===== config.mk =====
export PLATFORM = sky130hd
export DESIGN_NAME = operand_loader
export DESIGN_NICKNAME = d
export VERILOG_FILES = /design/src/rtl/operand_loader.sv
export SDC_FILE = /design/constraint.sdc
export NUM_CORES = 1
export LEC_CHECK = 0
export CAP_MARGIN = 25
export CELL_PAD_IN_SITES_DETAIL_PLACEMENT = 0
export CELL_PAD_IN_SITES_GLOBAL_PLACEMENT = 2
export CORE_MARGIN = 2
export CORE_UTILIZATION = 30
export CTS_BUF_LIST = sky130_fd_sc_hd__clkbuf_4 sky130_fd_sc_hd__clkbuf_8
export DETAILED_ROUTE_END_ITERATION = 16
export DONT_BUFFER_PORTS = 1
export PLACE_DENSITY_LB_ADDON = 0.1
export RECOVER_POWER = 100
export SLEW_MARGIN = 20
export SYNTH_ARGS = -nofsm -noshare
export SYNTH_HDL_FRONTEND = slang
export SYNTH_SLANG_ARGS = --single-unit
export TNS_END_PERCENT = 50

===== constraint.sdc =====
create_clock -name clk -period 1.78 [get_ports clk]
set_clock_uncertainty 0.15 [all_clocks]
set_input_delay 0.089 -clock clk [delete_from_list [all_inputs] [get_ports clk]]
set_output_delay 0.089 -clock clk [all_outputs]
set_load 0.01 [all_outputs]

===== src/rtl/operand_loader.sv =====
// Two-press operand capture from switches into registered a/b with a valid flag.
// Optional load-button debouncer: define OPERAND_LOADER_DEBOUNCE_EN.
module operand_loader #(
  parameter int N               = 8,
  parameter int DEBOUNCE_CYCLES = 4
) (
  input  logic         clk,
  input  logic         rst,
  input  logic [N-1:0] sw,
  input  logic         btn_load,
  input  logic         btn_clear,
  output logic [N-1:0] a,
  output logic [N-1:0] b,
  output logic         valid,
  output logic [1:0]   stage
);

  localparam logic [1:0] WAIT_A = 2'd0;
  localparam logic [1:0] WAIT_B = 2'd1;
  localparam logic [1:0] READY  = 2'd2;

  if (DEBOUNCE_CYCLES < 1) begin : g_bad_cfg
    $error("DEBOUNCE_CYCLES must be >= 1");
  end

  logic load_s1;
  logic load_s2;
  logic clear_s1;
  logic clear_s2;
  logic prev_load;
  logic load_lvl;
  logic load_p;
  logic clear_l;
  logic [1:0] state;

  always_ff @(posedge clk or posedge rst) begin
    if (rst) begin
      load_s1  <= 1'b0;
      load_s2  <= 1'b0;
      clear_s1 <= 1'b0;
      clear_s2 <= 1'b0;
    end else begin
      load_s1  <= btn_load;
      load_s2  <= load_s1;
      clear_s1 <= btn_clear;
      clear_s2 <= clear_s1;
    end
  end

`ifdef OPERAND_LOADER_DEBOUNCE_EN
  localparam int CW = $clog2(DEBOUNCE_CYCLES + 1);

  logic [CW-1:0] cnt;
  logic          deb_level;

  // deb_level follows load_s2 only after it differs for DEBOUNCE_CYCLES cycles
  always_ff @(posedge clk or posedge rst) begin
    if (rst) begin
      cnt       <= '0;
      deb_level <= 1'b0;
    end else if (load_s2 != deb_level) begin
      if (cnt == CW'(DEBOUNCE_CYCLES - 1)) begin
        deb_level <= ~deb_level;
        cnt       <= '0;
      end else begin
        cnt <= cnt + 1'b1;
      end
    end else begin
      cnt <= '0;
    end
  end

  assign load_lvl = deb_level;
`else
  assign load_lvl = load_s2;
`endif

  always_ff @(posedge clk or posedge rst) begin
    if (rst) begin
      prev_load <= 1'b0;
    end else begin
      prev_load <= load_lvl;
    end
  end

  assign load_p  = load_lvl & ~prev_load;
  assign clear_l = clear_s2;

  always_ff @(posedge clk or posedge rst) begin
    if (rst) begin
      a     <= '0;
      b     <= '0;
      valid <= 1'b0;
      state <= WAIT_A;
    end else if (clear_l) begin
      a     <= '0;
      b     <= '0;
      valid <= 1'b0;
      state <= WAIT_A;
    end else begin
      case (state)
        WAIT_A: begin
          if (load_p) begin
            a     <= sw;
            state <= WAIT_B;
          end
        end
        WAIT_B: begin
          if (load_p) begin
            b     <= sw;
            valid <= 1'b1;
            state <= READY;
          end
        end
        READY: begin
          // b is kept until the next pair overwrites it
          if (load_p) begin
            a     <= sw;
            valid <= 1'b0;
            state <= WAIT_B;
          end
        end
        default: begin
          valid <= 1'b0;
          state <= WAIT_A;
        end
      endcase
    end
  end

  assign stage = state;

endmodule


; Yosys cells after proc, flatten, opt, wreduce, memory -nomap -nowiden
; Index checks and enable logic that the tools add are counted.
[classes]
n_addsub = 0
multipliers = 0
div = 0
magnitude_cmp = 0
n_eq_ne = 6
n_shift = 0
n_mux = 13
n_bitwise = 2
n_reduce_logical = 9
[ops]
columns = operator, n
row1 = 2-to-1 mux 8 bit, 5
row2 = 2-to-1 mux 2 bit, 3
row3 = inequality test 3 bit (second input constant), 2
row4 = AND reduction 2 bit, 3
row5 = nonzero test 2 bit, 3
row6 = one-hot mux 2 bit (2 select lines), 1
row7 = 2-to-1 mux 1 bit, 3
row8 = inequality test 3 x 1 -> 1 bit (second input constant), 1
row9 = one-hot mux 1 bit (3 select lines), 1
row10 = AND reduction 3 bit, 1
row11 = equality test 2 x 1 -> 1 bit (second input constant), 1
row12 = equality test 2 bit (second input constant), 1
row13 = zero test 2 bit, 1
row14 = inequality test 2 bit (second input constant), 1
row15 = OR reduction 2 bit, 1
row16 = AND 1 bit, 1
row17 = inverter 1 bit, 1
[word_totals]
regBits = 24
latchBits = 0
mem_bits_rw = 0
romBits = 0
input_bits = 12
output_inout_bits = 19
word_cells = 39
n_memories = 0

; Longest topological paths before layout
; Gate-level depths: netlist of the first run.
[logic_depth]
depth_word = 5
depth_mapped = 4
depth_no_buf = 3

; Least setup slack after synthesis of the first run
; Ideal clock, no wire load.
[synth_timing]
path_type = register to register
startpoint = reg state[1], in the netlist stage[1]
endpoint = reg valid
setup_ns = 0.087
arrival_time_ns = 1.048
required_time_ns = 1.543
slack_ns = 0.495
stages_incl_launch_ff = 5
path_buffers = 1
period_less_slack_ns = 1.285
path_cell_list = dfrtp_1 > and4bb_1 > buf_4 > nor2_1 > a211oi_2
[synth_via]
elab_chain_len = 3
word_cells_on_any_way = 9
cone_classes = eq/ne: 5 / mux: 2 / reduce/logical: 2
[synth_lines]
columns = item, line_no
row1 = from (decl), 34  ; logic [1:0] state;
row2 = from (signal assigned), 94  ; state <= WAIT_A;
row3 = from (signal assigned), 99  ; state <= WAIT_A;
row4 = from (signal assigned), 105  ; state <= WAIT_B;
row5 = equality test 2 bit (tied with other cells), 101  ; case (state)
row6 = inequality test 3 bit (no line) (tied with other cells), -
row7 = AND reduction 3 bit (no line) or 2-to-1 mux 1 bit (tied branches), -
row8 = to (signal assigned), 98  ; valid <= 1'b0;
row9 = to (signal assigned), 111  ; valid <= 1'b1;
row10 = to (signal assigned), 119  ; valid <= 1'b0;
row11 = to (decl), 14  ; output logic valid,
; Parallel ways exist; a longest one is shown, timed or not.
; A chain may end at the register's enable or synchronous reset.

; Final worst setup path of the first run
[layout_timing]
startpoint = reg state[0], in the netlist stage[0]
endpoint = reg a[0]
[layout_via]
elab_chain_len = 4
word_cells_on_any_way = 5
cone_classes = eq/ne: 1 / reduce/logical: 4
[layout_lines]
columns = item, line_no
row1 = equality test 2 bit or zero test 2 bit (tied branches), 101
row2 = OR reduction 2 bit (no line) (*), -
row3 = nonzero test 2 bit (no line) (*), -
row4 = AND reduction 2 bit (no line) (*), -
row5 = to (signal assigned), 104  ; a <= sw;
row6 = to (signal assigned), 118  ; a <= sw;
row7 = to (decl), 12  ; output logic [N-1:0] a,
; Mark *: on every way between the ends. The rest lies on a longest branch, timed or not.

==> metrics.txt, run 1 <==
run status finished clean; number of global-route vias before repair about 670; Post-CTS Setup Bufs 0; worst hold slack ~190 ps; main flop type after synthesis dfrtp_1; DP Area ~1000 sq um; sequential power share 0.649; Initial DRC Count 24; share of the yosys chip area belonging to registers 0.6409; Initial Util 0.3121; worst reg2reg startpoint stage[0]; Synth top area share 0.6409; CTS Hold Buffers Added 11; post_cts resized 0; final antenna-violating net count 0; sw frac 0.2509; CTS tree done; TritonCTS Buffers 3; hold path depth 1; H-Tree Level Count 1; Via density between 4 and 5; Max Cap Violations 0; first-pass GRT wire length approximately 3600 um; global route overflow 0; fin worst setup slack around 210 ps; Crit Path Category reg2reg; biggest area consumer among synthesized cells dfrtp_1; Fin. Hold Viols 0; Core Region 3003 sq um; Combinational Power Share 0.091; top achievable clock speed around 0.64 GHz; Mapped Cells 91; mean post-synth cell area between 10 and 15 sq um; DP Worst Slack approximately 250 ps; fin. max-slew vios 0; largest net degree at the start of global routing 25; synthesized area 937.1 sq um; Netlist cell types 18; Slew @ Worst Pin around 600 ps; unrepaired setup endpoints after global routing false; crit end category register; R2R Setup Slk between 200 and 250 ps; period utilization 0.8799; Slew headroom 0.6039; top cells by count, synth dfrtp_1 (24), nand2_1 (24), a21oi_1 (18), o21ai_0 (8); Hold Path Class in2reg; peak supply drop 0.3336 mV; hold wc startpoint btn_load; total track usage 0.1405; Final GP Congestion between 0.7 and 0.8; Clock power frac 0.260; clock buffer depth 2; Clock transition at path regs approximately 130 ps; clk_lat worst skew 310 ps; Ys Warns 0; Final Setup Violations 0; Int Power ~700 uW; #FFs+latches synth 24; setup TNS 0 ps; P_sw 227.7 uW; final WL 2261 um; Synth Net Count 103; fin area 1109 sq um; io pins 31; nets between 100 and 150; die width between 50 and 60 um; Via Count ~660; DRC 0; Pleak roughly 0.00048 uW; share of cells above drive strength 1 0.08654; Final HPWL DP about 1500 um; initial antenna violation count 0; WL per Instance about 17 um; Root Buffer clkbuf_4; Post-synth ARST share 1.000; crit start category register; clk sinks 24; hold endpoint load_s1; CP Data Arrival Time ~1700 ps; r2r endpoint a[0]; Antenna Diode Count 0; input/output buffers 0; Post-synth EDFFs 0; top post-synthesis cells by area dfrtp_1 (64%), a21oi_1 (9.6%), nand2_1 (9.6%); Rows 20; Final min period 1566 ps; R2R depth 5; DRT Pass-1 Iters 4; die height 59.89 um; die area between 3000 and 4000 sq um; worst-path fanout max 9; power per cell area around 820 nW/um^2; WP data required roughly 1900 ps; post-synthesis to final-layout area growth 18.29%
-- power by group through the flow --
| stage | Clock [uW] | Combinational [uW] | Sequential (uW) |
|---|---|---|---|
| 2_1_floorplan | 0 | 47.6 | 592 |
| 3_3_place_gp | 0 | 64.2 | 600 |
| 3_5_place_dp | 0 | 64.3 | 600 |
| 4_1_cts | 252 | 86.5 | 590 |
| 5_1_grt | 269 | 93.5 | 594 |
| 6_report | 236 | 82.9 | 589 |
-- through the flow --
step	utilization	power (uW)	std cells
final	0.3692	907.7	137
after CTS	0.3725	928.3	137
after global routing	0.3692	956.0	137
after floorplan	-	639.9	91
after global placement	0.3283	664.2	123
after detailed placement	0.3283	664.5	123
-- cells in the final DEF (no fill, tap or decap), types with 2 or more instances in the layout --
master	n
a21oi_1	18
buf_4	3
clkbuf_2	2
clkbuf_4	3
dfrtp_1	24
dlygate4sd3_1	11
nand2_1	24
nand2b_1	2
nor2_1	2
o21ai_0	8
-- area by class of cell --
| type | count | area [sq um] |
|---|---|---|
| tap | 33 | 41.29 |
| clock buffer | 3 | 22.52 |
| sequential | 24 | 600.6 |
| timing repair buffer | 16 | 142.6 |
| multi-input combinational | 60 | 297.8 |
| inverter | 1 | 3.754 |
| fill | 324 | 1894 |
-- how the worst max path moves through the flow --
| stage | start | endpoint | cells past startpoint |
|---|---|---|---|
| 6_report | stage[0] | a[0] | 5 |
| 5_1_grt | stage[0] | a[0] | 5 |
| 4_1_cts | stage[1] | b[4] | 4 |
| 3_5_place_dp | stage[1] | b[5] | 4 |
| 3_3_place_gp | stage[1] | b[7] | 4 |
| 2_1_floorplan | stage[1] | valid | 4 |
-- kinds of logic (layout without fill, tap and decap cells) --
logic type,count (synthesis),after routing,share of synthesized area
and+or+nand+nor,33,33,0.1709
AOI/OAI and AO/OA,27,27,0.1522
DFF,24,24,0.6409
buffers and inverters,7,20,0.03603
-- registers in the layout, indices dropped and copies added (netlist names) --
signal and count:
valid 1, stage 2, clear_l 1, load_s1 1, clear_s1 1, a 8
load_lvl 1, b 8, prev_load 1
-- worst max-delay path, stage by stage, from the launching register on --
cell      delay [ps]
dfrtp_1          490
clkbuf_2         240
nor3b_2          200
buf_4            190
nand2_1           70
a21oi_1          150
-- routing by layer --
layer  up-vias  routed length, um  part of all wire  track usage
met5         -                  0                 0            0
met4         0                 19            0.0084      0.02857
met2        19               1017              0.45       0.2158
li1        329                  -                 -            -
met3         2                160             0.071      0.06277
met1       312               1065              0.47       0.1838
Power figures use the tool's default switching activity.
==> run 2: changes to the inputs <==
==> constraint.sdc (replaced) <==
create_clock -name clk -period 1.78 [get_ports clk]
set_clock_uncertainty 0.15 [all_clocks]
set_input_delay 0.356 -clock clk [delete_from_list [all_inputs] [get_ports clk]]
set_output_delay 0.356 -clock clk [all_outputs]
set_load 0.01 [all_outputs]
==> run 2 against run 1 <==
Compared with the run above: clock-buffer cell count unchanged; via count fell by 0.76%; clock power is essentially flat; core utilization is 0.33 points lower; sequential power about the same; combinational power shrank 3.9%; critical path type unchanged; cell area fell by 0.90%; first-iteration DRC count is the same; critical path depth stayed put; register-to-register slack about the same.
==> metrics.txt, run 2 (same netlist as run 1, synthesis figures left out) <==
DP Worst Slack roughly 250 ps; Int Power 678.4 uW; input/output buffers 0; Via Count approximately 660; top achievable clock speed around 0.64 GHz; DRC 0; WP data required approximately 1900 ps; Max Cap Violations 0; total track usage 0.1405; io pins 31; Slew @ Worst Pin between 500 and 600 ps; number of global-route vias before repair 666; global route overflow 0; clock buffer depth 2; CP Data Arrival Time 1650 ps; setup TNS 0 ps; Filler cells 323; H-Tree Level Count 1; period utilization 0.8802; Pleak around 0.00047 uW; sequential power share 0.651; commonest non-fill, non-tap cells in the layout nand2_1 (24), dfrtp_1 (24), a21oi_1 (18), dlygate4sd3_1 (10), o21ai_0 (8); Crit Path Category reg2reg; run status finished clean; first-pass GRT wire length 3608 um; Fin. Hold Viols 0; Clock transition at path regs ~130 ps; DRT Pass-1 Iters 4; share of cells above drive strength 1 0.08738; crit start category register; Initial Util 0.3121; initial antenna violation count 0; WP buf/inv 2; largest net degree at the start of global routing 25; Core Region approximately 3000 sq um; sw frac 0.2499; final antenna-violating net count 0; Final min period 1567 ps; Final GP Congestion between 0.7 and 0.8; clk sinks 24; fin. max-slew vios 0; CP Cell Sequence clkbuf_2, nor3b_2, buf_4, nand2_1, a21oi_1; CTS tree done; Top delay family on crit path flip-flops; Hold Path Class in2reg; final WL 2270 um; die height between 50 and 60 um; Rows 20; P_sw between 200 and 250 uW; power per cell area about 820 nW/um^2; post-synthesis to final-layout area growth 17.22%; Root Buffer clkbuf_4; peak supply drop between 0.3 and 0.4 mV; nets between 100 and 150; Crit-path slowest cell dfrtp_1; post_cts resized 0; TritonCTS Buffers 3; unrepaired setup endpoints after global routing false; Initial DRC Count 24; Slew headroom 0.6044; Via density 4.831; Power Total roughly 900 uW; Clock power frac 0.261; crit end category register; Final Setup Violations 0; worst-path fanout max 9; die width roughly 60 um; Combinational Power Share 0.088; WL per Instance 16.69 um; Antenna Diode Count 0; clk_lat worst skew between 300 and 400 ps; die area approximately 3600 sq um; fin worst setup slack about 210 ps; slowest stage delay, CP ~500 ps; Final HPWL DP between 1000 and 1500 um; Final Util 0.3658
## run 2: changes by cell type in the layout (fill, tap and decap cells not counted), sizes merged
cell | previous run | this run
dlygate4sd3 | 11 | 10
## run 2: stage by stage
step                std cells  instance area (sq um)  hold slack [ps]
finish                    136                   1099            9.633
global route              136                   1099            1.729
CTS                       134                   1089            1.160
detailed placement        123                  985.9            169.7
global placement          123                  985.9            166.7
floorplan                  91                  937.1            181.2
## run 2: path summary, 6_finish.rpt
kind	startpoint	end	slack (ps)	cells past startpoint
worst max register to register	stage[0]	a[0]	210	5
worst min register to register	load_s1	load_lvl	210	0
worst min-delay path	sw[7]	a[7]	10	2
worst max-delay path	stage[0]	a[0]	210	5
min in group asynchronous	rst	load_lvl	460	3
max in group asynchronous	rst	a[5]	630	3
## run 2: repair_timing
action,in CTS,in global routing
setup buffers,0,0
hold buffers,8,2
setup endpoints to repair,0,0
endpoints found under the hold margin,35,2
## run 2: power groups by stage
stage / logic [uW] / registers [uW] / clock network, uW
after floorplan: 47.6 / 592 / 0
after global placement: 64.2 / 600 / 0
after detailed placement: 64.3 / 600 / 0
after CTS: 79.7 / 590 / 252
after global routing: 90.1 / 594 / 269
final: 79.7 / 589 / 236
## run 2: metal layers
layer | up-vias | GRT usage | wire [um]
met4 | 0 | 0.02857 | 19
met2 | 19 | 0.2174 | 1022
li1 | 327 | - | -
met5 | - | 0 | 0
met3 | 2 | 0.06494 | 159
met1 | 309 | 0.1811 | 1069
## run 2: cell type report
type                            count  area [sq um]  area share
Timing Repair Buffer               15         132.6      0.1207
Tap cell                           33         41.29     0.03759
Inverter                            1         3.754    0.003417
Multi-Input combinational cell     60         297.8      0.2711
Clock buffer                        3         22.52     0.02050
Sequential cell                    24         600.6      0.5467
## run 2: worst register-to-register path: stages, from the launching register on
cell and delay (ps):
dfrtp_1 490, clkbuf_2 240, nor3b_2 200, buf_4 190
nand2_1 70, a21oi_1 150
==> run 3: changes to the inputs <==
==> constraint.sdc (replaced) <==
create_clock -name clk -period 1.56 [get_ports clk]
set_clock_uncertainty 0.15 [all_clocks]
set_input_delay 0.312 -clock clk [delete_from_list [all_inputs] [get_ports clk]]
set_output_delay 0.312 -clock clk [all_outputs]
set_load 0.01 [all_outputs]
==> run 3 against run 2 <==
Compared with the run above: sequential power grew 14%; die area stayed put; global-route usage barely moved; worst setup slack lost 110 ps; flip-flop and latch count is the same; routed wire length is 3.9% lower; cell area grew 3.5%; via count is 4.6% higher; critical path depth fell by 4; register-to-register slack got worse by 30 ps; core utilization grew 1.3 points; combinational power increased by 25%.
==> metrics.txt, run 3 (same netlist as run 1, synthesis figures left out) <==
r2r endpoint b[3]; share of cells above drive strength 1 0.1009; Initial Util 0.3121; DP Worst Slack 176.8 ps; unrepaired setup endpoints after global routing false; clock buffer depth 2; Crit-path slowest cell dfrtp_2; DRC 0; crit end category output port; Core Region roughly 3000 sq um; Worst Setup SP stage[0]; commonest non-fill, non-tap cells in the layout nand2_1 (24), dfrtp_1 (23), a21oi_1 (18), dlygate4sd3_1 (11), o21ai_0 (8); Final Util 0.3788; Max Cap Violations 0; register area roughly 600 sq um; CP Data Arrival Time 990 ps; Int Power 779.1 uW; Top delay family on crit path flip-flops; P_sw ~250 uW; top achievable clock speed 0.6883 GHz; CP Capture Point stage[0]; Antenna Diode Count 0; input/output buffers 0; Final min period roughly 1500 ps; worst-path fanout max 11; Slew headroom 0.5618; Combinational Power Share 0.097; grt met2 use 0.1957; Clock power frac 0.251; global route overflow 0; WP data required about 1100 ps; sequential power share 0.651; Fin. Hold Viols 0; met1 Use GR 0.2008; WP depth 1; power per cell area around 900 nW/um^2; GRT met3 Usage 0.03680; DRT Pass-1 Iters 4; Filler cells roughly 310; peak supply drop 0.2761 mV; Final Setup Violations 0; clk_lat worst skew 300 ps; die area between 3000 and 4000 sq um; Final GP Congestion approximately 0.76; first-pass GRT wire length ~3600 um; Via Count 687; sw frac 0.2417; initial antenna violation count 0; Post-CTS Setup Bufs 0; Initial DRC Count 22; worst reg2reg startpoint stage[0]; nets approximately 120; R2R Setup Slk between 150 and 200 ps; die width ~60 um; slowest stage delay, CP 500 ps; io pins 31; number of global-route vias before repair 718; post-synthesis to final-layout area growth 21.36%; clk sinks 24; CTS tree done; Slew @ Worst Pin approximately 660 ps; Root Buffer clkbuf_4; R2R depth 4; WL per Instance between 15 and 20 um; period utilization 0.9313; final antenna-violating net count 0; die height 59.89 um; WP buf/inv 1; final WL 2182 um; fin worst setup slack between 100 and 150 ps; Via density 4.838; Crit Path Category reg2out; CP Cell Sequence buf_4; run status finished clean; Pleak roughly 0.00049 uW; Final HPWL DP between 1500 and 2000 um; total track usage 0.1403; Top Usage Layer GRT met1; TritonCTS Buffers 3; Rows 20; Hold Path Class reg2reg; area of the multi-input gates a little under 300 sq um; most common library cell in the layout ignoring fill and taps nand2_1; setup TNS 0 ps; Clock transition at path regs 120 ps; largest net degree at the start of global routing 20; crit start category register; fin. max-slew vios 0; H-Tree Level Count 1
## run 3: cell types whose count changed in the layout (fill, tap and decap cells not counted), sizes merged
cell	change
clkbuf	+2
dlygate4sd3	+1
buf	+3
## run 3: through the flow
stage | instance area (sq um) | total power, uW | std cells | hold WS [ps]
4_1_cts | 1157 | 1062 | 142 | 218.6
3_5_place_dp | 1023 | 763.1 | 128 | 77.91
5_1_grt | 1137 | 1110 | 142 | 235.2
2_1_floorplan | 937.1 | 730.1 | 91 | 176.6
3_3_place_gp | 1023 | 763.6 | 128 | 77.37
6_report | 1137 | 1027 | 142 | 220.8
## run 3: cell type report
class,instances,share of cell area
Tap cell,33,0.03630
Timing Repair Buffer,21,0.1496
Inverter,1,0.003300
Clock buffer,3,0.01980
Multi-Input combinational cell,60,0.2618
Sequential cell,24,0.5292
## run 3: how the worst min path moves through the flow
stage | startpoint | to | cells after the start
2_1_floorplan | rst | a[0] | 1
3_3_place_gp | rst | clear_s1 | 2
3_5_place_dp | rst | b[0] | 2
4_1_cts | clear_s1 | clear_l | 0
5_1_grt | load_s1 | load_lvl | 0
6_report | load_s1 | load_lvl | 0
## run 3: power groups by stage
stage / logic, uW / clock network (uW) / registers [uW]
6_report: 99.9 / 258 / 669
5_1_grt: 113 / 322 / 675
4_1_cts: 107 / 285 / 670
3_5_place_dp: 81.5 / 0 / 682
3_3_place_gp: 81.8 / 0 / 682
2_1_floorplan: 54.3 / 0 / 676
## run 3: what timing repair did
item	4_1_cts	5_1_grt
hold endpoints to repair	42	0
endpoints found under the setup margin	1	0
resized for setup	1	0
hold buffers	11	0
## run 3: routing by layer
| layer | share of wire | wire length, um |
|---|---|---|
| met4 | 0.0087 | 19 |
| met2 | 0.44 | 968 |
| met3 | 0.063 | 137 |
| met1 | 0.48 | 1057 |
| met5 | 0 | 0 |
